File: config.mk
export PLATFORM = sky130hd
export DESIGN_NAME = branch_resolver_flat
export DESIGN_NICKNAME = d
export VERILOG_FILES = /design/src/rtl/branch_pkg.sv /design/src/rtl/branch_resolver_if.sv /design/src/rtl/branch_resolver_cond_eval.sv /design/src/rtl/branch_resolver.sv /design/src/flat_wrapper.sv
export SDC_FILE = /design/constraint.sdc
export NUM_CORES = 1
export LEC_CHECK = 0
export CAP_MARGIN = 10
export CORE_MARGIN = 5
export CORE_UTILIZATION = 51
export CTS_CLUSTER_DIAMETER = 150
export CTS_CLUSTER_SIZE = 25
export DETAILED_ROUTE_END_ITERATION = 10
export PLACE_DENSITY = 0.8
export SLEW_MARGIN = 20
export SYNTH_ARGS = -nofsm -noshare
export SYNTH_HDL_FRONTEND = slang
export SYNTH_SLANG_ARGS = --single-unit
File: constraint.sdc
create_clock -name clk -period 2.85 [get_ports clk]
set_clock_uncertainty 0.05 [all_clocks]
set_input_delay 0.4275 -clock clk [delete_from_list [all_inputs] [get_ports clk]]
set_output_delay 0.4275 -clock clk [all_outputs]
set_load 0.02 [all_outputs]
File: src/rtl/branch_pkg.sv
// Shared types for the branch resolver: condition codes, flag indices, FSM states.
package branch_pkg;

    localparam int FLAG_V = 2;
    localparam int FLAG_N = 1;
    localparam int FLAG_Z = 0;

    typedef enum logic [2:0] {
        COND_B   = 3'b000,
        COND_BEQ = 3'b001,
        COND_BNE = 3'b010,
        COND_BLT = 3'b011,
        COND_BLE = 3'b100
    } cond_e;

    typedef enum logic [1:0] {
        S_IDLE     = 2'd0,
        S_HAZARD   = 2'd1,
        S_RESOLVE  = 2'd2,
        S_REDIRECT = 2'd3
    } state_e;

endpackage

File: src/rtl/branch_resolver_if.sv
// Branch request and redirect handshake bundle between requester/PC unit and resolver.
interface branch_resolver_if #(
    parameter int PC_W  = 9,
    parameter int OFF_W = 8
) ();

    logic             br_valid;
    logic             br_ready;
    logic [2:0]       br_cond;
    logic [OFF_W-1:0] br_off;
    logic [PC_W-1:0]  pc_in;
    logic             redirect_valid;
    logic             redirect_ready;
    logic [PC_W-1:0]  redirect_pc;
    logic             taken;
    logic             illegal;

    modport master (
        output br_valid, br_cond, br_off, pc_in, redirect_ready,
        input  br_ready, redirect_valid, redirect_pc, taken, illegal
    );

    modport slave (
        input  br_valid, br_cond, br_off, pc_in, redirect_ready,
        output br_ready, redirect_valid, redirect_pc, taken, illegal
    );

endinterface

File: src/rtl/branch_resolver_cond_eval.sv
// Combinational condition evaluator: condition code and {V,N,Z} -> taken/illegal.
module cond_eval
    import branch_pkg::*;
(
    input  logic [2:0] i_cond,
    input  logic [2:0] i_flags,
    output logic       o_taken,
    output logic       o_illegal
);

    logic w_v;
    logic w_n;
    logic w_z;
    logic w_lt;

    assign w_v  = i_flags[FLAG_V];
    assign w_n  = i_flags[FLAG_N];
    assign w_z  = i_flags[FLAG_Z];
    assign w_lt = w_n ^ w_v;

    always_comb begin
        o_taken   = 1'b0;
        o_illegal = 1'b0;
        unique case (1'b1)
            (i_cond == COND_B):   o_taken = 1'b1;
            (i_cond == COND_BEQ): o_taken = w_z;
            (i_cond == COND_BNE): o_taken = ~w_z;
            (i_cond == COND_BLT): o_taken = w_lt;
            (i_cond == COND_BLE): o_taken = w_lt | w_z;
            default:              o_illegal = 1'b1;
        endcase
    end

endmodule

File: src/rtl/branch_resolver.sv
// Status register plus conditional-branch resolver issuing PC redirects.
module branch_resolver
    import branch_pkg::*;
#(
    parameter int PC_W  = 9,
    parameter int OFF_W = 8
) (
    input  logic              clk,
    input  logic              rst_n,
    input  logic [2:0]        status_in,
    input  logic              load_s,
    output logic [2:0]        status_q,
    branch_resolver_if.slave  bus
);

    state_e           r_state;
    state_e           w_state_nxt;
    logic [2:0]       r_status;
    logic [2:0]       r_cond;
    logic [OFF_W-1:0] r_off;
    logic [PC_W-1:0]  r_pc;
    logic [PC_W-1:0]  r_redirect_pc;
    logic             r_taken;
    logic             r_illegal;

    logic             w_accept;
    logic             w_taken;
    logic             w_illegal;
    logic [PC_W-1:0]  w_pc_seq;
    logic [PC_W-1:0]  w_off_ext;
    logic [PC_W-1:0]  w_target;

    assign w_accept = (r_state == S_IDLE) && bus.br_valid;

    always_ff @(posedge clk or negedge rst_n) begin
        if (!rst_n) begin
            r_state <= S_IDLE;
        end else begin
            r_state <= w_state_nxt;
        end
    end

    // A flag write coinciding with accept costs one bubble before evaluation.
    always_comb begin
        w_state_nxt = r_state;
        unique case (r_state)
            S_IDLE: begin
                if (bus.br_valid) begin
                    w_state_nxt = load_s ? S_HAZARD : S_RESOLVE;
                end
            end
            S_HAZARD:  w_state_nxt = S_RESOLVE;
            S_RESOLVE: w_state_nxt = S_REDIRECT;
            S_REDIRECT: begin
                if (bus.redirect_ready) begin
                    w_state_nxt = S_IDLE;
                end
            end
            default:   w_state_nxt = S_IDLE;
        endcase
    end

    always_ff @(posedge clk or negedge rst_n) begin
        if (!rst_n) begin
            r_status <= 3'b000;
        end else if (load_s) begin
            r_status <= status_in;
        end
    end

    always_ff @(posedge clk or negedge rst_n) begin
        if (!rst_n) begin
            r_cond <= 3'b000;
            r_off  <= '0;
            r_pc   <= '0;
        end else if (w_accept) begin
            r_cond <= bus.br_cond;
            r_off  <= bus.br_off;
            r_pc   <= bus.pc_in;
        end
    end

    cond_eval u_cond_eval (
        .i_cond    (r_cond),
        .i_flags   (r_status),
        .o_taken   (w_taken),
        .o_illegal (w_illegal)
    );

    assign w_pc_seq  = r_pc + PC_W'(1);
    assign w_off_ext = {{(PC_W-OFF_W){r_off[OFF_W-1]}}, r_off};
    assign w_target  = w_pc_seq + w_off_ext;

    // Results are only written in RESOLVE, so they hold through REDIRECT and after.
    always_ff @(posedge clk or negedge rst_n) begin
        if (!rst_n) begin
            r_redirect_pc <= '0;
            r_taken       <= 1'b0;
            r_illegal     <= 1'b0;
        end else if (r_state == S_RESOLVE) begin
            r_redirect_pc <= w_taken ? w_target : w_pc_seq;
            r_taken       <= w_taken;
            r_illegal     <= w_illegal;
        end
    end

    assign status_q           = r_status;
    assign bus.br_ready       = (r_state == S_IDLE);
    assign bus.redirect_valid = (r_state == S_REDIRECT);
    assign bus.redirect_pc    = r_redirect_pc;
    assign bus.taken          = r_taken;
    assign bus.illegal        = r_illegal;

endmodule
File: src/flat_wrapper.sv
// flat-port wrapper written by rule: the top's interface ports become plain ports
module branch_resolver_flat import branch_pkg::*;
#(
    parameter int PC_W  = 9,
    parameter int OFF_W = 8
)
  (clk, rst_n, status_in, load_s, status_q, bus_br_valid, bus_br_cond, bus_br_off, bus_pc_in, bus_redirect_ready, bus_br_ready, bus_redirect_valid, bus_redirect_pc, bus_taken, bus_illegal);
  branch_resolver_if #(.PC_W(PC_W), .OFF_W(OFF_W)) bus_i ();
  input  logic clk;
  input  logic rst_n;
  input  logic [2:0] status_in;
  input  logic load_s;
  output logic [2:0] status_q;
  input wire logic [$bits(bus_i.br_valid)-1:0] bus_br_valid;
  input wire logic [$bits(bus_i.br_cond)-1:0] bus_br_cond;
  input wire logic [$bits(bus_i.br_off)-1:0] bus_br_off;
  input wire logic [$bits(bus_i.pc_in)-1:0] bus_pc_in;
  input wire logic [$bits(bus_i.redirect_ready)-1:0] bus_redirect_ready;
  output wire logic [$bits(bus_i.br_ready)-1:0] bus_br_ready;
  output wire logic [$bits(bus_i.redirect_valid)-1:0] bus_redirect_valid;
  output wire logic [$bits(bus_i.redirect_pc)-1:0] bus_redirect_pc;
  output wire logic [$bits(bus_i.taken)-1:0] bus_taken;
  output wire logic [$bits(bus_i.illegal)-1:0] bus_illegal;
  assign bus_i.br_valid = bus_br_valid;
  assign bus_i.br_cond = bus_br_cond;
  assign bus_i.br_off = bus_br_off;
  assign bus_i.pc_in = bus_pc_in;
  assign bus_i.redirect_ready = bus_redirect_ready;
  assign bus_br_ready = bus_i.br_ready;
  assign bus_redirect_valid = bus_i.redirect_valid;
  assign bus_redirect_pc = bus_i.redirect_pc;
  assign bus_taken = bus_i.taken;
  assign bus_illegal = bus_i.illegal;
  branch_resolver #(.PC_W(PC_W), .OFF_W(OFF_W)) u_core (.clk(clk), .rst_n(rst_n), .status_in(status_in), .load_s(load_s), .status_q(status_q), .bus(bus_i));
endmodule
==> parameters.txt, run 1 <==
Parameter                              Value

Outcome
  Status    finished, final reports clean

Yosys
  Avg Cell Area, Syn    10.5 sq um
  Flops & latches, synth    36
  Synth area leaders    dfrtp_1 (43%), mux2_2 (12%), ha_1 (7.8%)
  Post-synth ARST share    between 90% and 100%
  Fraction of the yosys area taken by sequential cells    43.2%
  Most frequent cell after synthesis    dfrtp_1
  Fraction of post-synthesis cell area in the top cell type by area    43.2%
  Synth top cells by count    dfrtp_1 (36), mux2_2 (23), nand2_1 (17)
  Number of warnings issued by yosys    0
  Number of enable-type register cells in the synthesized netlist    0
  Gate Count Post-Synth    about 200
  Unique masters post-synth    44
  Prevailing post-synth register cell    dfrtp_1
  Largest area contributor in the netlist    dfrtp_1
  Nets in the synthesized netlist    241
  Post-synthesis instance area    2080 sq um

Cells and area
  Filler Cells Inserted    314
  Signed area change from the synthesized netlist to the final layout    29.3%
  Final non-filler cell total    300
  Antenna diode instance count    0
  Total Nets Final    between 200 and 300
  Final Util    between 60% and 70%
  Layout cell share with drive strength beyond 1    16.8%

Drt
  Vias after detailed routing    1,669
  Routed via count divided by cell count    5.56
  Starting DRT DRC Count    98
  Routed wire length per instance    14.4 um
  Total Wirelength    4330 um
  Post-detailed-route count of antenna-violating nets    0
  Detailed-router iteration count before antenna repair    4
  # DRC    0

Setup path
  Setup crit end    u_core.bus.redirect_pc[7]
  Arrival @ worst endpoint    2.73 ns
  Type of the worst setup path    register to register
  Worst Path Required    between 3 and 4 ns
  Critical register-to-register path startpoint    u_core.r_pc[0]
  Startpoint types    register
  Worst reg-to-reg setup slack    roughly 0.29 ns
  Endpoint class of the critical path    register
  Worst reg-to-reg path cell count    9
  Critical Path Source    u_core.r_pc[0]
  Capture point of the worst reg-to-reg path    u_core.bus.redirect_pc[7]
  Crit Path Max Fanout    6

Clock network
  Clock slew at the register clock pins of the worst setup and hold paths    about 0.070 ns
  Sink count of the clock tree    36
  Resize count post-CTS    0
  Hold-fix buffers, CTS    0
  Clock latency at the later pin of the worst-skew pair    0.29 ns
  Number of buffers between clock root and the deepest sink    2
  Inserted Clock Buffers    5
  Buffer count from post-CTS setup fixing    0
  CTS H-Tree Depth    2
  Clock root buffer    clkbuf_8
  CTS tree    yes

Power and ir drop
  Share of power burned in the clock network    about a tenth
  Static leakage power    1.16 nW
  Switching power share of the total    ~43%
  Switching power of the nets    about 1.5 mW
  Power density cells    1310 nW/um^2
  Internal power summed over all cells    between 2 and 2.5 mW
  VDD IR max    0.705 mV
  Combinational power share    61.7%
  Total power    3.53 mW
  Part of the total power dissipated in sequential elements    27.8%

Placed design
  Routability Congestion    0.871
  Placed cell count    292
  Port Buf Inserts    43
  HPWL after detailed placement    3390 um

Timing
  Unrepaired setup endpoints after global routing    false
  Total negative slack for setup checks    0 ns
  Final Max Tran Viols    0
  Number of failing hold endpoints at the final stage    0
  Worst slew margin    around three fifths
  Shortest clock period the worst path allows after layout    2.56 ns
  Actual transition at the worst max-transition pin    0.582 ns
  Period utilisation layout    89.8%
  Final Setup Violations    0
  Top achievable clock speed    0.391 GHz

Die
  Die Footprint    roughly 5500 sq um
  Die width    73.9 um
  Chip height    73.9 um
  Row Count    23
  Core area    3970 sq um
  Starting density of the core    52.5%
  Total I/O pin count    44

Worst hold path
  HP Class    register to register

Global route
  Via count of the first global-routing pass    between 1,500 and 2,000
  Global-route wire length before repair    between 7000 and 8000 um
  Largest net degree at the start of global routing    37
  Antenna violations before repair    0
  Total global-route track usage    about 18%
  Grt ovf    0

Job
  Number of max-cap violations    0
[layer usage]
layer,wire length (um),vias up,global-route usage (%)
met5,0,-,0
met4,47,0,5.43
met3,371,6,4.79
met2,2000,49,28.6
met1,1900,797,22.7
li1,-,817,-
[through the flow]
stage	instance area [sq um]	hold slack (ns)	setup WS, ns
final	2690	0.470	0.290
after global routing	2690	0.490	0.0353
after CTS	2690	0.475	0.106
after detailed placement	2590	0.459	0.0955
after global placement	2590	0.449	0.239
after floorplan	2080	0.0819	0.344
[power by group through the flow]
stage	Combinational (mW)	Sequential [mW]	Clock (mW)
2_1_floorplan	1.47	1.03	0
3_3_place_gp	2.10	0.966	0
3_5_place_dp	2.15	0.986	0
4_1_cts	2.16	0.979	0.383
5_1_grt	2.43	1.01	0.408
6_report	2.18	0.979	0.370
[worst max-delay path, stage by stage, from the launching register on]
cell	delay (ns)
dfrtp_1	0.43
ha_1	0.25
nand3_1	0.11
xnor2_1	0.23
ha_1	0.33
a21oi_1	0.17
nor2b_1	0.06
o31a_1	0.28
or4_1	0.46
nand3_1	0.11
[cells in the final DEF, fill, tap and decap left out, types with 2 or more instances in the layout]
master / count
inv_1: 11
a31oi_1: 7
a21oi_1: 9
nor2b_1: 5
nand2_1: 17
clkbuf_8: 6
nor3_1: 5
o31a_1: 2
clkdlybuf4s50_1: 43
nand3_1: 6
o211ai_1: 2
buf_4: 5
xor2_1: 5
o21a_1: 3
nor2_1: 9
xnor2_1: 4
o21ai_0: 9
ha_1: 13
mux2_2: 23
clkinv_2: 2
dfrtp_1: 36
a21o_1: 3
[flip-flops by register name (all words and copies together), names as in the netlist]
signal and flops:
u_core.r_cond 3, u_core.bus.illegal 1, u_core.r_off 8, u_core.r_pc 9, u_core.bus.taken 1, u_core.r_state 2, u_core.bus.redirect_pc 9, u_core.status_q 3
[layout make-up]
| class | instances | area [sq um] | area share, % |
|---|---|---|---|
| flip-flops and latches | 36 | 901 | 33.4 |
| clock buffers | 6 | 82.6 | 3.07 |
| clock inverters | 2 | 10.0 | 0.372 |
| well taps | 50 | 62.6 | 2.32 |
| multi-input cells | 147 | 1130 | 41.9 |
| repair buffers | 48 | 468 | 17.4 |
| inverters | 11 | 41.3 | 1.53 |
[cells by family (layout without fill, tap and decap cells)]
logic type / after synthesis / after routing / share of synthesized area [%]
simple gates: 52 / 52 / 12.1
compound gates: 48 / 48 / 16.3
flops: 36 / 36 / 43.2
mux: 24 / 24 / 12.9
buf+inv: 16 / 67 / 2.88
fa+ha+maj: 14 / 14 / 8.77
xor+xnor: 9 / 9 / 3.78
[worst min path at each step]
stage                 startpoint                 end  slack (ns)  cells after the start
3_3_place_gp   u_core.r_state[0]   u_core.r_state[0]        0.45                      2
2_1_floorplan              rst_n  u_core.bus.illegal        0.08                      0
6_report         u_core.r_off[0]     u_core.r_off[0]        0.47                      1
3_5_place_dp   u_core.r_state[0]   u_core.r_state[0]        0.46                      2
4_1_cts        u_core.r_state[0]   u_core.r_state[0]        0.47                      2
5_1_grt          u_core.r_off[0]     u_core.r_off[0]        0.49                      1
(Power assumes the default switching activity.)
==> run 2, diff against run 1 <==
--- a/config.mk
+++ b/config.mk
@@ -6,12 +6,15 @@
 export NUM_CORES = 1
 export LEC_CHECK = 0
 export CAP_MARGIN = 10
+export CELL_PAD_IN_SITES_DETAIL_PLACEMENT = 0
+export CELL_PAD_IN_SITES_GLOBAL_PLACEMENT = 1
 export CORE_MARGIN = 5
-export CORE_UTILIZATION = 51
+export CORE_UTILIZATION = 39
 export CTS_CLUSTER_DIAMETER = 150
 export CTS_CLUSTER_SIZE = 25
 export DETAILED_ROUTE_END_ITERATION = 10
-export PLACE_DENSITY = 0.8
+export MAX_ROUTING_LAYER = met4
+export PLACE_DENSITY = 0.79
 export SLEW_MARGIN = 20
 export SYNTH_ARGS = -nofsm -noshare
 export SYNTH_HDL_FRONTEND = slang
==> parameters.txt, run 2 (synthesis gave the netlist of run 1 again) <==
Parameter                              Value

Outcome
  Status    finished, final reports clean

Drt
  Routed wire length per instance    13.8 um (-4.1%)
  # DRC    0 (unchanged)
  Detailed-router iteration count before antenna repair    4 (unchanged)
  Post-detailed-route count of antenna-violating nets    0 (unchanged)
  Total Wirelength    4400 um (+1.7%)
  Vias after detailed routing    1,616 (-3.2%)
  Starting DRT DRC Count    55 (-44%)
  Routed via count divided by cell count    5.08 (-8.7%)

Cells and area
  Signed area change from the synthesized netlist to the final layout    30.6%
  Antenna diode instance count    0 (unchanged)
  Total Nets Final    290 (-0.34%)
  Most frequent cells in the layout    clkdlybuf4s50_1 (43), dfrtp_1 (36), mux2_2 (23)
  Layout cell share with drive strength beyond 1    16.5% (-0.27 points)
  Finished layout cell area    2720 sq um (+0.98%)
  Most common library cell in the layout ignoring fill and taps    clkdlybuf4s50_1
  Filler Cells Inserted    505 (+61%)
  Register area    901 sq um (unchanged)
  Multi-input gate area in the final layout    1130 sq um (+0.44%)

Global route
  Total global-route track usage    14.0% (-3.5 points)
  Antenna violations before repair    0 (unchanged)
  Largest net degree at the start of global routing    37 (unchanged)
  Global-route wire length before repair    7710 um (+3.2%)
  Grt ovf    0 (unchanged)
  Via count of the first global-routing pass    1,583 (-5.1%)

Timing
  Shortest clock period the worst path allows after layout    2.54 ns (-0.0193 ns)
  Final Setup Violations    0 (unchanged)
  Total negative slack for setup checks    0 ns (unchanged)
  Actual transition at the worst max-transition pin    0.573 ns (-0.00917 ns)
  Number of failing hold endpoints at the final stage    0 (unchanged)
  Unrepaired setup endpoints after global routing    false
  Worst slew margin    61.8% (+0.61 points)
  Period utilisation layout    89.1% (-0.68 points)
  Top achievable clock speed    0.394 GHz (+0.76%)
  Hold Worst Slack    0.460 ns (-0.0101 ns)
  Final Max Tran Viols    0 (unchanged)

Die
  Core area    5140 sq um (+29%)
  Row Count    26 (+13%)
  Chip height    83.1 um (+12%)
  Starting density of the core    40.5% (-12 points)
  Die width    83.1 um (+12%)
  Total I/O pin count    44 (unchanged)
  Die Footprint    6900 sq um (+26%)

Clock network
  Hold-fix buffers, CTS    0 (unchanged)
  Clock slew at the register clock pins of the worst setup and hold paths    0.07 ns (about the same)
  CTS H-Tree Depth    2 (unchanged)
  Inserted Clock Buffers    5 (unchanged)
  Clock latency at the later pin of the worst-skew pair    0.28 ns (about the same)
  Clock root buffer    clkbuf_8
  Sink count of the clock tree    36 (unchanged)
  Number of buffers between clock root and the deepest sink    2 (unchanged)
  CTS tree    yes

Setup path
  Arrival @ worst endpoint    2.71 ns (-0.02 ns)
  Largest stage delay on the critical path    0.46 ns (about the same)
  Crit-path cells    ha_1 > nand3_1 > xnor2_1 > ha_1 > a21oi_1 > nor2b_1 > o31a_1 > or4_1 > nand3_1
  Critical-path top delay cell    or4_1
  Worst Path Required    3.02 ns (about the same)
  Type of the worst setup path    register to register
  Startpoint types    register
  Endpoint class of the critical path    register
  Crit Path Max Fanout    6 (unchanged)

Placed design
  HPWL after detailed placement    3400 um (+0.35%)
  Placed cell areas    2610 sq um (+0.68%)
  Routability Congestion    0.836 (-4.0%)
  Port Buf Inserts    43 (unchanged)

Worst hold path
  HP Class    register to register

Power and ir drop
  VDD IR max    0.493 mV (-30%)
  Static leakage power    1.15 nW (-0.43%)
  Power density cells    1290 nW/um^2 (-1.1%)

Job
  Number of max-cap violations    0 (unchanged)
[run 2: cell types whose count changed in the layout (fill, tap and decap cells not counted), sizes merged]
| cell | before | now |
|---|---|---|
| clkbuf | 6 | 7 |
| clkinv | 2 | 0 |
| buf | 5 | 4 |
[run 2: through the flow]
stage	worst slack, ns	power [mW]	util (%)	cells
final	0.310	3.52	52.9	318
after global routing	0.0826	3.86	52.9	318
after global placement	0.213	3.09	50.8	311
after detailed placement	0.114	3.11	50.8	311
after CTS	0.130	3.52	52.7	318
after floorplan	0.344	2.50	-	199
[run 2: per-layer routing]
metal	routed length (um)	GRT usage [%]
met5	0	-
met4	38	4.46
met3	237	3.86
met2	1960	21.0
met1	2160	18.4
[run 2: cell type report]
| type | count | area share (%) |
|---|---|---|
| clock buffers | 7 | 3.54 |
| well taps | 70 | 3.22 |
| inverters | 11 | 1.52 |
| repair buffers | 47 | 16.9 |
| flip-flops and latches | 36 | 33.1 |
| multi-input cells | 147 | 41.7 |
[run 2: timing repair]
item,CTS,global route
buffers inserted,0,0
resized for setup,0,3
hold endpoints to repair,0,0
endpoints found under the setup margin,0,1
[run 2: worst max-delay path: cells and delay by family (launching register included)]
kind	cells	cell delay, ns
xor gates and xnor gates	1	0.22
adders and majority gates	2	0.58
and+or+nand+nor	4	0.72
AOI/OAI and AO/OA	2	0.47
DFF	1	0.43
[run 2: power breakdown]
part / switching [mW] / internal, mW / leakage [nW]
registers: 0.213 / 0.760 / 0.424
clock network: 0.174 / 0.215 / 0.0503
logic: 1.13 / 1.03 / 0.679
total: 1.51 / 2.01 / 1.15
[run 2: path summary, 6_finish.rpt]
kind	startpoint	to	slack, ns	cells after the start
setup / recovery	u_core.r_pc[0]	u_core.bus.redirect_pc[7]	0.31	9
hold / removal	u_core.bus.redirect_pc[1]	u_core.bus.redirect_pc[1]	0.46	1
setup reg to reg	u_core.r_pc[0]	u_core.bus.redirect_pc[7]	0.31	9
hold reg to reg	u_core.bus.redirect_pc[1]	u_core.bus.redirect_pc[1]	0.46	1
max in group asynchronous	rst_n	u_core.r_state[0]	1.93	2
min in group asynchronous	rst_n	u_core.r_cond[2]	0.50	2
==> patch, RTL diff (settings of run 1) <==
`PC_W` is set to 9 in 3 places; all go to 13.
--- a/src/rtl/branch_resolver_if.sv
+++ b/src/rtl/branch_resolver_if.sv
@@ -1,6 +1,6 @@
 // Branch request and redirect handshake bundle between requester/PC unit and resolver.
 interface branch_resolver_if #(
-    parameter int PC_W  = 9,
+    parameter int PC_W  = 13,
     parameter int OFF_W = 8
 ) ();
 
--- a/src/rtl/branch_resolver.sv
+++ b/src/rtl/branch_resolver.sv
@@ -2,7 +2,7 @@
 module branch_resolver
     import branch_pkg::*;
 #(
-    parameter int PC_W  = 9,
+    parameter int PC_W  = 13,
     parameter int OFF_W = 8
 ) (
     input  logic              clk,
--- a/src/flat_wrapper.sv
+++ b/src/flat_wrapper.sv
@@ -1,7 +1,7 @@
 // flat-port wrapper written by rule: the top's interface ports become plain ports
 module branch_resolver_flat import branch_pkg::*;
 #(
-    parameter int PC_W  = 9,
+    parameter int PC_W  = 13,
     parameter int OFF_W = 8
 )
   (clk, rst_n, status_in, load_s, status_q, bus_br_valid, bus_br_cond, bus_br_off, bus_pc_in, bus_redirect_ready, bus_br_ready, bus_redirect_valid, bus_redirect_pc, bus_taken, bus_illegal);
Ports: changed (resized bus_pc_in and bus_redirect_pc); port bits go from 44 to 52. No check against the original RTL was run, so the function may have changed too.
==> patch against run 1 <==
  * Die area is 23% higher
  * Power is 31% higher
  * Final area is 25% higher
  * Sequential cell count is 8 higher
  * Synthesized area is 27% higher
  * Wire length is 22% higher
  * Largest power group unchanged
  * Hold slack worse by 0.40 ns
  * Setup slack worse by 0.16 ns
  * Count of clock-buffer cells in the layout stayed put
  * Cell count is 27% higher
  * Largest cell class unchanged
==> patch: results (changes against run 1) <==
Worst setup path
  • Peak fanout along the critical path: 5 (was 6)
  • Crit-path slowest cell: dfrtp_1 (was or4_1)
  • Peak per-stage delay on the critical path: 0.44 ns (was 0.46 ns)
  • Reg-to-reg startpoint: u_core.r_pc[1] (was u_core.r_pc[0])
  • Worst EP arrival: 2.88 ns (was 2.73 ns)
  • R2r setup slk: 0.13 ns (was 0.29 ns)

Layout
  • Final net count: 362 (was 291)
  • Register Area: 1100 um^2 (was 901 um^2)
  • Non-clock inverter total of the final layout: 10 (was 11)
  • Multi-input gate area: 1490 um^2 (was 1130 um^2)
  • Layout cell share with drive strength beyond 1: 18.3% (was 16.8%)
  • Buffers excl. clock: 60 (was 48)
  • Final sequential cell count: 44 (was 36)

Detailed routing
  • WL/cell: 13.9 um (was 14.4 um)
  • Drt total wl: 5280 um (was 4330 um)
  • DR vias/cell: 5.22 (was 5.56)
  • Iteration-0 DRC Markers: 87 (was 98)

Placement
  • Placed Cells: 369 (was 292)
  • GP Congestion: 0.869 (was 0.871)
  • Port buffer count: 51 (was 43)

Logic synthesis
  • Area contributors post-synth: dfrtp_1 (41%), mux2_2 (12%), ha_1 (8.5%) (was dfrtp_1 (43%), mux2_2 (12%), ha_1 (7.8%))
  • Sequential fraction of the synthesis area: 41.5% (was 43.2%)
  • Post-Syn Nets: 302 (was 241)

Timing
  • Final WS setup: 0.128 ns (was 0.290 ns)
  • Max-slew headroom: 61.9% (was 61.2%)

Global route
  • First-pass GRT wire length: 8610 um (was 7470 um)

Power
  • VDD IR max: 0.616 mV (was 0.705 mV)

Status
  • Status: finished clean (unchanged)
[patch: cell types whose count changed after synthesis, sizes merged, moves of 4 or more]
cell,change
a21oi,+14
buf,+5
dfrtp,+8
ha,+5
mux2,+5
mux2i,+7
nand2,-7
nand4,+4
nor2,+11
xnor2,+9
[patch: routing by layer]
layer | share of wire (%) | vias up | track usage [%] | wire length [um]
li1 | - | 1026 | - | -
met1 | 46 | 922 | 21.5 | 2450
met2 | 49 | 36 | 28.6 | 2580
met3 | 3.7 | 4 | 3.47 | 194
met4 | 1.0 | 0 | 5.32 | 54
met5 | 0 | - | 0 | 0
[patch: where the power goes]
| group | switching [W] | leakage [nW] | internal (W) |
|---|---|---|---|
| registers | 0.000278 | 0.513 | 0.000935 |
| clock network | 0.000195 | 0.0410 | 0.000167 |
| logic | 0.00156 | 0.888 | 0.00149 |
| total | 0.00204 | 1.44 | 0.00260 |
[patch: kinds of logic (layout without fill, tap and decap cells)]
group / count (synthesis) / count (layout) / synth area share (%)
AOI/OAI and AO/OA: 58 / 58 / 13.6
and+or+nand+nor: 57 / 57 / 10.9
DFF: 44 / 44 / 41.5
muxes: 36 / 36 / 14.9
xor gates and xnor gates: 20 / 20 / 6.60
adders and majority gates: 19 / 19 / 9.24
buffers and inverters: 17 / 77 / 3.30
[patch: per-stage QoR]
stage,power (W),cell area [um^2]
after CTS,0.00454,3300
after global placement,0.00407,3230
after floorplan,0.00341,2650
final,0.00463,3370
after global routing,0.00505,3370
after detailed placement,0.00414,3230
[patch: repair_timing]
| item | CTS | global route |
|---|---|---|
| setup buffers | 0 | 5 |
| hold buffers | 0 | 0 |
| resized for setup | 0 | 7 |
| setup endpoints to repair | 0 | 2 |
